File: src/rtl/uart_pkg.sv
// uart_pkg: UART frame states, line-idle level and baud/counter sizing helpers.
// Shared by the receiver and the transmitter.
package uart_pkg;

  typedef enum logic [2:0] {
    IDLE,
    START,
    DATA,
    PARITY,
    STOP
  } uart_state_e;

  localparam logic LINE_IDLE = 1'b1;

  function automatic int clks_per_bit(input int clk_hz, input int baud);
    return clk_hz / baud;
  endfunction

  // Bits needed to count 0..n-1, never less than one.
  function automatic int cnt_width(input int n);
    return (n > 1) ? $clog2(n) : 1;
  endfunction

endpackage

File: src/rtl/uart_bit_timer.sv
// uart_bit_timer: free-running bit-period counter with half-bit and full-bit strobes.
// Strobes are decoded from the registered count (no added latency); restart clears it, no backpressure.
module uart_bit_timer
  import uart_pkg::*;
#(
  parameter int CLKS_PER_BIT = 104
) (
  input  logic clk,
  input  logic rst_n,
  input  logic restart,
  output logic half_tick,
  output logic full_tick
);

  localparam int CW = cnt_width(CLKS_PER_BIT);
  localparam logic [CW-1:0] HALF_M1 = CW'(CLKS_PER_BIT / 2 - 1);
  localparam logic [CW-1:0] FULL_M1 = CW'(CLKS_PER_BIT - 1);

  logic [CW-1:0] cnt_q;
  logic [CW-1:0] cnt_d;

  always_comb begin
    cnt_d = cnt_q + CW'(1);
    if (restart || (cnt_q == FULL_M1)) begin
      cnt_d = '0;
    end
  end

  always_ff @(posedge clk or negedge rst_n) begin
    if (!rst_n) begin
      cnt_q <= '0;
    end else begin
      cnt_q <= cnt_d;
    end
  end

  assign half_tick = (cnt_q == HALF_M1);
  assign full_tick = (cnt_q == FULL_M1);

endmodule

File: src/rtl/uart_rx_framed.sv
// uart_rx_framed: synchronised UART receiver, mid-bit sampling, stop/parity check, one-word ready/valid output.
// Word valid the cycle after the mid-stop sample and held until rx_ready; a word completing while one is pending is dropped with an overrun pulse. UART_RX_PARITY_EN adds a parity bit.
module uart_rx_framed
  import uart_pkg::*;
#(
  parameter int CLK_HZ     = 12000000,
  parameter int BAUD       = 115200,
  parameter int DATA_BITS  = 8,
  parameter int PARITY_ODD = 0
) (
  input  logic                 clk,
  input  logic                 rst_n,
  input  logic                 rx,
  input  logic                 rx_enable,
  output logic [DATA_BITS-1:0] rx_data,
  output logic                 rx_valid,
  input  logic                 rx_ready,
  output logic                 frame_err,
  output logic                 parity_err,
  output logic                 overrun
);

  localparam int CLKS_PER_BIT = clks_per_bit(CLK_HZ, BAUD);
  localparam int IW = cnt_width(DATA_BITS);
  localparam logic [IW-1:0] LAST_IDX = IW'(DATA_BITS - 1);

  if ((CLKS_PER_BIT < 4) || (DATA_BITS < 5) || (DATA_BITS > 9) ||
      (PARITY_ODD < 0) || (PARITY_ODD > 1)) begin : g_bad_cfg
    $error("uart_rx_framed: unsupported CLK_HZ/BAUD, DATA_BITS or PARITY_ODD");
  end

  logic                 sync1_q, sync2_q, rx_s;
  uart_state_e          state_q, state_d;
  logic [IW-1:0]        bit_idx_q, bit_idx_d;
  logic [DATA_BITS-1:0] shift_q, shift_d;
  logic [DATA_BITS-1:0] rx_data_q, rx_data_d;
  logic                 rx_valid_q, rx_valid_d;
  logic                 frame_err_q, frame_err_d;
  logic                 overrun_q, overrun_d;
  logic                 half_tick, full_tick, timer_restart;
`ifdef UART_RX_PARITY_EN
  logic                 par_bit_err_q, par_bit_err_d;
  logic                 parity_err_q, parity_err_d;
`endif

  assign rx_s = sync2_q;

  // Hold the bit timer at zero while idle and realign it to the middle of the start bit.
  assign timer_restart = (state_q == IDLE) || ((state_q == START) && half_tick);

  uart_bit_timer #(
    .CLKS_PER_BIT(CLKS_PER_BIT)
  ) u_bit_timer (
    .clk      (clk),
    .rst_n    (rst_n),
    .restart  (timer_restart),
    .half_tick(half_tick),
    .full_tick(full_tick)
  );

  always_comb begin
    state_d     = state_q;
    bit_idx_d   = bit_idx_q;
    shift_d     = shift_q;
    rx_data_d   = rx_data_q;
    rx_valid_d  = rx_valid_q;
    frame_err_d = frame_err_q;
    overrun_d   = 1'b0;
`ifdef UART_RX_PARITY_EN
    par_bit_err_d = par_bit_err_q;
    parity_err_d  = parity_err_q;
`endif

    if (rx_valid_q && rx_ready) begin
      rx_valid_d = 1'b0;
    end

    case (state_q)
      IDLE: begin
        if (rx_enable && (rx_s != LINE_IDLE)) begin
          state_d = START;
        end
      end
      START: begin
        if (half_tick) begin
          if (rx_s == LINE_IDLE) begin
            state_d = IDLE;
          end else begin
            state_d   = DATA;
            bit_idx_d = '0;
          end
        end
      end
      DATA: begin
        if (full_tick) begin
          shift_d[bit_idx_q] = rx_s;
          bit_idx_d          = bit_idx_q + IW'(1);
          if (bit_idx_q == LAST_IDX) begin
`ifdef UART_RX_PARITY_EN
            state_d = PARITY;
`else
            state_d = STOP;
`endif
          end
        end
      end
`ifdef UART_RX_PARITY_EN
      PARITY: begin
        if (full_tick) begin
          par_bit_err_d = ((^shift_q) ^ rx_s) != PARITY_ODD[0];
          state_d       = STOP;
        end
      end
`endif
      STOP: begin
        if (full_tick) begin
          state_d = IDLE;
          if (!rx_valid_q || rx_ready) begin
            rx_data_d   = shift_q;
            frame_err_d = ~rx_s;
            rx_valid_d  = 1'b1;
`ifdef UART_RX_PARITY_EN
            parity_err_d = par_bit_err_q;
`endif
          end else begin
            overrun_d = 1'b1;
          end
        end
      end
      default: state_d = IDLE;
    endcase
  end

  always_ff @(posedge clk or negedge rst_n) begin
    if (!rst_n) begin
      sync1_q     <= LINE_IDLE;
      sync2_q     <= LINE_IDLE;
      state_q     <= IDLE;
      bit_idx_q   <= '0;
      shift_q     <= '0;
      rx_data_q   <= '0;
      rx_valid_q  <= 1'b0;
      frame_err_q <= 1'b0;
      overrun_q   <= 1'b0;
`ifdef UART_RX_PARITY_EN
      par_bit_err_q <= 1'b0;
      parity_err_q  <= 1'b0;
`endif
    end else begin
      sync1_q     <= rx;
      sync2_q     <= sync1_q;
      state_q     <= state_d;
      bit_idx_q   <= bit_idx_d;
      shift_q     <= shift_d;
      rx_data_q   <= rx_data_d;
      rx_valid_q  <= rx_valid_d;
      frame_err_q <= frame_err_d;
      overrun_q   <= overrun_d;
`ifdef UART_RX_PARITY_EN
      par_bit_err_q <= par_bit_err_d;
      parity_err_q  <= parity_err_d;
`endif
    end
  end

  assign rx_data   = rx_data_q;
  assign rx_valid  = rx_valid_q;
  assign frame_err = frame_err_q;
  assign overrun   = overrun_q;
`ifdef UART_RX_PARITY_EN
  assign parity_err = parity_err_q;
`else
  assign parity_err = 1'b0;
`endif

endmodule

File: config.mk
export PLATFORM = sky130hd
export DESIGN_NAME = uart_rx_framed
export DESIGN_NICKNAME = d
export VERILOG_FILES = /design/src/rtl/uart_pkg.sv /design/src/rtl/uart_bit_timer.sv /design/src/rtl/uart_rx_framed.sv
export SDC_FILE = /design/constraint.sdc
export NUM_CORES = 1
export LEC_CHECK = 0
export CAP_MARGIN = 10
export CORE_MARGIN = 2
export CORE_UTILIZATION = 45
export CTS_CLUSTER_DIAMETER = 200
export DETAILED_ROUTE_END_ITERATION = 10
export PLACE_DENSITY = 0.66
export REMOVE_ABC_BUFFERS = 1
export SLEW_MARGIN = 20
export SYNTH_ARGS = -nofsm -noshare
export SYNTH_HDL_FRONTEND = slang
export SYNTH_SLANG_ARGS = --single-unit
File: constraint.sdc
create_clock -name clk -period 4.6 [get_ports clk]
set_input_delay 0.92 -clock clk [delete_from_list [all_inputs] [get_ports clk]]
set_output_delay 0.92 -clock clk [all_outputs]
set_load 0.02 [all_outputs]
==> metrics.txt, run 1 <==
final instance area 1807 µm²; Post-synth EDFFs 0; Req. time, crit path 3680 ps; DP HPWL 1947 µm; CTS buffer count 5; Max clock buf depth 2; Crit Path Class reg -> out; synth unique cells 32; switching portion of total power 24.70%; commonest non-fill, non-tap cell in the layout dfrtp_1; Final nets 155; Max VDD drop 233.1 µV; Die H 62.67 µm; P_int 0.4785 mW; drc violations 0; commonest cells after routing, fill and taps aside 32 x dfrtp_1, 15 x clkdlybuf4s50_1, 13 x nand3_1; remaining antenna violation count after routing 0; sequential power share 54.9%; Seq/Total Area, Yosys 55.09%; RSZ-0062 raised after global routing no; CP delay by family, top buffers and inverters; Starting Density 46.79%; R2R Setup Slk 2430 ps; Tcrit/Tclk final 49.69%; share of cells above drive strength 1 20.41%; fmax 437.5 MHz; Hold Path Origin sync1_q$_DFF_PN1_; drt wl/cell 13.49 µm; CORE AREA 3311 µm²; Buf+Inv Stages, Crit Path 1; critical path launch point rx_data[3]$_DFFE_PN0P_; Top Ports 17; worst hold path cell count 0; Filler Cell Count 299; Max Slew Vio Count 0; NetSw 0.1569 mW; 1st-iter DRT viols 33; setup TNS 0 ps; Root Driver clkbuf_4; Via Count 999; Combinational Power Share 9.7%; cells after synthesis 130; post-CTS resize count 0; area delta synth->final 16.64%; PortBufs 15; global-route wire length before repair 4823 µm; Startpoint Class register; # diodes 0; Clk pwr share 35.3%; syn_area_per_cell 11.92 µm²; Multi-input gate area 638.1 µm²; GRT overflow 0; crit-path max cell delay 620 ps; Arr. time, crit path 1370 ps; insertion delay to the later sink of the worst-skew pair 340 ps; leak pwr 0.8559 nW; wirelength, routed 2603 µm; Die Span X 62.67 µm; Synth area leader dfrtp_1; vias in the first global route 1046; fin crit period 2286 ps; Final Hold Fails 0; #FFs+latches synth 34; Synth area leaders dfrtp_1 52%, mux2_4 7.8%, mux2_2 5.8%, nand3_1 4.2%, dfstp_2 3.4%; Critical Path Stages 1; Final setup viols 0; R2R depth 5; setup slack after layout 2314 ps; Clock Skew 10.88 ps; mapped cell area 1549 µm²; crit path max fanout 2; register area 853.3 µm²; max-cap violation count 0; ys flop type dfrtp_1; slowest CP cell clkdlybuf4s50_1; CTS tree done; ys async rst share 100.0%; CTS Hold Bufs 0; initial antenna violation count 0; pre-CTS WS 2047 ps; Synth top area share 51.70%; CTS H-Tree Depth 2; Area after DPL 1725 µm²; Crit Reg-Reg Startpoint u_bit_timer.cnt_q[0]$_DFF_PN0_; largest net degree at the start of global routing 24; outcome complete, no violations; # Post-CTS Setup Buffers 0; Rel. slew slack 33.44%; Rows 21; Hold Path End rx_s$_DFF_PN1_; Die ar. 3928 µm²; Global Route Usage Sum 16.20%; Tightest Pin Transition 995.3 ps; worst hold path type reg -> reg; Vias per Instance 5.176; FF-to-FF End rx_data[5]$_DFFE_PN0P_; Syn. warnings 0; worst-path cell chain clkdlybuf4s50_1; Sinks on Clock Net 34; Final GP Congestion 0.7946; drt first pass iters 4; power per cell area 351.7 nW/µm²; Worst-path clk slew 100 ps; crit end category output pin
==> stage by stage <==
step | power (mW) | util [%] | hold slack, ps | instances
2_1_floorplan | 0.3931 | - | 345.2 | 124
3_3_place_gp | 0.4131 | 52.12 | 347.2 | 186
3_5_place_dp | 0.4188 | 52.12 | 349.0 | 186
4_1_cts | 0.6395 | 54.57 | 363.0 | 193
5_1_grt | 0.6673 | 54.57 | 365.9 | 193
6_report | 0.6354 | 54.57 | 360.9 | 193
==> final cells by class <==
| class | count | area share [%] |
|---|---|---|
| timing repair buffer | 16 | 8.726 |
| multi-input combinational | 85 | 35.32 |
| clock buffer | 6 | 2.839 |
| sequential | 34 | 47.23 |
| inverter | 5 | 1.039 |
| tap | 46 | 3.186 |
| clock inverter | 1 | 1.662 |
==> synth_stat cells (2+ instances only) <==
| cell type | instances |
|---|---|
| mux2_2 | 8 |
| dfstp_2 | 2 |
| o31ai_1 | 2 |
| ha_1 | 3 |
| nand3_1 | 13 |
| xnor2_1 | 3 |
| nor2_1 | 12 |
| nand4_1 | 3 |
| nor4_1 | 3 |
| nor3b_1 | 2 |
| clkbuf_1 | 2 |
| xor2_1 | 2 |
| mux2_4 | 8 |
| buf_4 | 2 |
| and3b_2 | 2 |
| nor3_1 | 3 |
| o21ai_0 | 2 |
| nand2_1 | 3 |
| nand2b_1 | 3 |
| inv_1 | 5 |
| a21oi_1 | 5 |
| dfrtp_1 | 32 |
==> metal layers <==
layer  vias to the layer above  wire, µm  GRT usage (%)
met4                         0        63          9.167
li1                        485         -              -
met5                         -         0              0
met3                         8        99          4.324
met2                        18      1266          26.34
met1                       488      1173          19.47
==> worst max path at each step <==
stage                             endpoint  slack [ps]
finish                          rx_data[3]        2310
global route                    rx_data[3]        2270
CTS                             rx_data[3]        2310
detailed placement  rx_data[5]$_DFFE_PN0P_        2050
global placement    rx_data[5]$_DFFE_PN0P_        2070
floorplan           rx_data[0]$_DFFE_PN0P_        2560
==> sequential cells by signal (all words and copies together), names as in the netlist <==
signal and count:
overrun 1, state_q 3, rx_s 1, bit_idx_q 3
rx_data 8, frame_err 1, rx_valid 1, u_bit_timer.cnt_q 7
sync1_q 1, shift_q 8
==> kinds of logic after synthesis <==
logic type / after synthesis / synth area share, %
adder cells (fa/ha/maj): 3 / 2.424
AND/OR/NAND/NOR: 49 / 17.77
XOR/XNOR: 5 / 2.828
flip-flops: 34 / 55.09
multiplexers: 17 / 14.22
buffers and inverters: 11 / 3.715
other: 1 / 0.2421
AO/OA/AOI/OAI: 10 / 3.715
==> power groups by stage <==
| stage | Combinational (mW) | Sequential [mW] | Clock [mW] |
|---|---|---|---|
| after floorplan | 0.0456 | 0.347 | 0 |
| after global placement | 0.0605 | 0.353 | 0 |
| after detailed placement | 0.0640 | 0.355 | 0 |
| after CTS | 0.0640 | 0.349 | 0.226 |
| after global routing | 0.0732 | 0.353 | 0.241 |
| final | 0.0619 | 0.349 | 0.224 |
No activity file was read; power rests on OpenSTA's default activity.
==> run 2, diff against run 1 <==
- PLACE_DENSITY: 0.66 -> 0.69
- clock period: 4.6 -> 2 ns (I/O delays scaled with it)
==> metrics.txt, run 2 (synthesized netlist as in run 1, its figures left out) <==
outcome complete, no violations; Hold Path Origin sync1_q$_DFF_PN1_; Vias per Instance 4.965; share of cells above drive strength 1 23.72%; Die H 62.67 µm; switching portion of total power 24.35%; Clk pwr share 33.0%; leak pwr 0.8912 nW; GRT overflow 0; PortBufs 15; pre-CTS WS -0.5549 ps; Tcrit/Tclk final 94.61%; worst hold path type reg -> reg; Max VDD drop 439.1 µV; vias in the first global route 1028; crit path max fanout 9; wirelength, routed 2445 µm; R2R Setup Slk 110 ps; Top Ports 17; global-route wire length before repair 4388 µm; drt first pass iters 4; fmax 528.5 MHz; max-cap violation count 0; CTS buffer count 5; 1st-iter DRT viols 45; Global Route Usage Sum 14.15%; CTS H-Tree Depth 2; Final GP Congestion 0.7623; Root Driver clkbuf_4; CTS tree done; Die ar. 3928 µm²; Final Hold Fails 0; Hold Path End rx_s$_DFF_PN1_; fin crit period 1892 ps; setup TNS 0 ps; Combinational Power Share 12.6%; power per cell area 779.3 nW/µm²; sequential power share 54.4%; R2R depth 5; final hold slack 360.4 ps; Starting Density 46.79%; setup slack after layout 107.8 ps; crit end category register; remaining antenna violation count after routing 0; Max Slew Vio Count 0; initial antenna violation count 0; Arr. time, crit path 2110 ps; NetSw 0.3531 mW; DP HPWL 1782 µm; CORE AREA 3311 µm²; # diodes 0; drt wl/cell 12.10 µm; Clock Skew 8.926 ps; Worst-path clk slew 100 ps; commonest cells after routing, fill and taps aside 32 x dfrtp_1, 15 x clkdlybuf4s50_1, 13 x nand3_1; post-CTS resize count 0; insertion delay to the later sink of the worst-skew pair 320 ps; Sinks on Clock Net 34; CTS Hold Bufs 0; largest net degree at the start of global routing 35; FF-to-FF End rx_data[7]$_DFFE_PN0P_; commonest non-fill, non-tap cell in the layout dfrtp_1; Overall Power 1.450 mW; Crit Reg-Reg Startpoint u_bit_timer.cnt_q[0]$_DFF_PN0_; Via Count 1003; Final nets 163; Crit Path Class reg -> reg; area delta synth->final 20.11%; Final setup viols 0; Startpoint Class register; Req. time, crit path 2220 ps; Die Span X 62.67 µm; Max clock buf depth 2; # Post-CTS Setup Buffers 0; Rows 21; worst hold path cell count 0; RSZ-0062 raised after global routing no; P_int 1.097 mW; drc violations 0
[run 2: cell types whose count changed in the layout (fill, tap and decap cells not counted), sizes merged]
cell	before	now
clkbuf	6	7
buf	1	9
[run 2: worst max-delay path by stage]
stage,slack [ps],endpoint,depth (start not counted),start
floorplan,1,rx_data[0]$_DFFE_PN0P_,5,u_bit_timer.cnt_q[0]$_DFF_PN0_
global placement,20,rx_data[3]$_DFFE_PN0P_,4,rx_ready
detailed placement,-0.6,rx_data[3]$_DFFE_PN0P_,4,rx_ready
CTS,60,rx_data[4]$_DFFE_PN0P_,5,u_bit_timer.cnt_q[0]$_DFF_PN0_
global route,20,rx_data[7]$_DFFE_PN0P_,5,u_bit_timer.cnt_q[0]$_DFF_PN0_
finish,110,rx_data[7]$_DFFE_PN0P_,5,u_bit_timer.cnt_q[0]$_DFF_PN0_
[run 2: metrics by stage]
step	utilization [%]	cells	area (µm²)
6_report	56.20	202	1861
3_3_place_gp	53.93	194	1785
5_1_grt	56.20	202	1861
3_5_place_dp	53.93	194	1785
2_1_floorplan	-	124	1510
4_1_cts	56.20	202	1861
[run 2: metal layers]
layer | GRT usage [%] | wire (µm)
met1 | 16.04 | 1119
met2 | 25.40 | 1207
met3 | 4.505 | 106
met4 | 4.167 | 11
met5 | 0 | 0
[run 2: layout make-up]
class / instances / area, µm²
timing repair buffer: 24 / 217.7
sequential: 34 / 853.3
fill: 291 / 1450
inverter: 5 / 18.77
tap: 46 / 57.56
multi-input combinational: 85 / 638.1
clock buffer: 7 / 45.04
clock inverter: 1 / 30.03
[run 2: critical path, cell delays in order (launching register included)]
cell     delay, ps
dfrtp_1        400
ha_1           170
and3b_1        230
nand2_4         60
or4b_4         600
mux2_4         330
[run 2: power groups by stage]
| stage | clock network [mW] | logic [mW] | registers [mW] |
|---|---|---|---|
| 6_report | 0.478 | 0.183 | 0.789 |
| 5_1_grt | 0.531 | 0.212 | 0.797 |
| 4_1_cts | 0.498 | 0.187 | 0.790 |
| 3_5_place_dp | 0 | 0.185 | 0.803 |
| 3_3_place_gp | 0 | 0.178 | 0.799 |
| 2_1_floorplan | 0 | 0.105 | 0.799 |
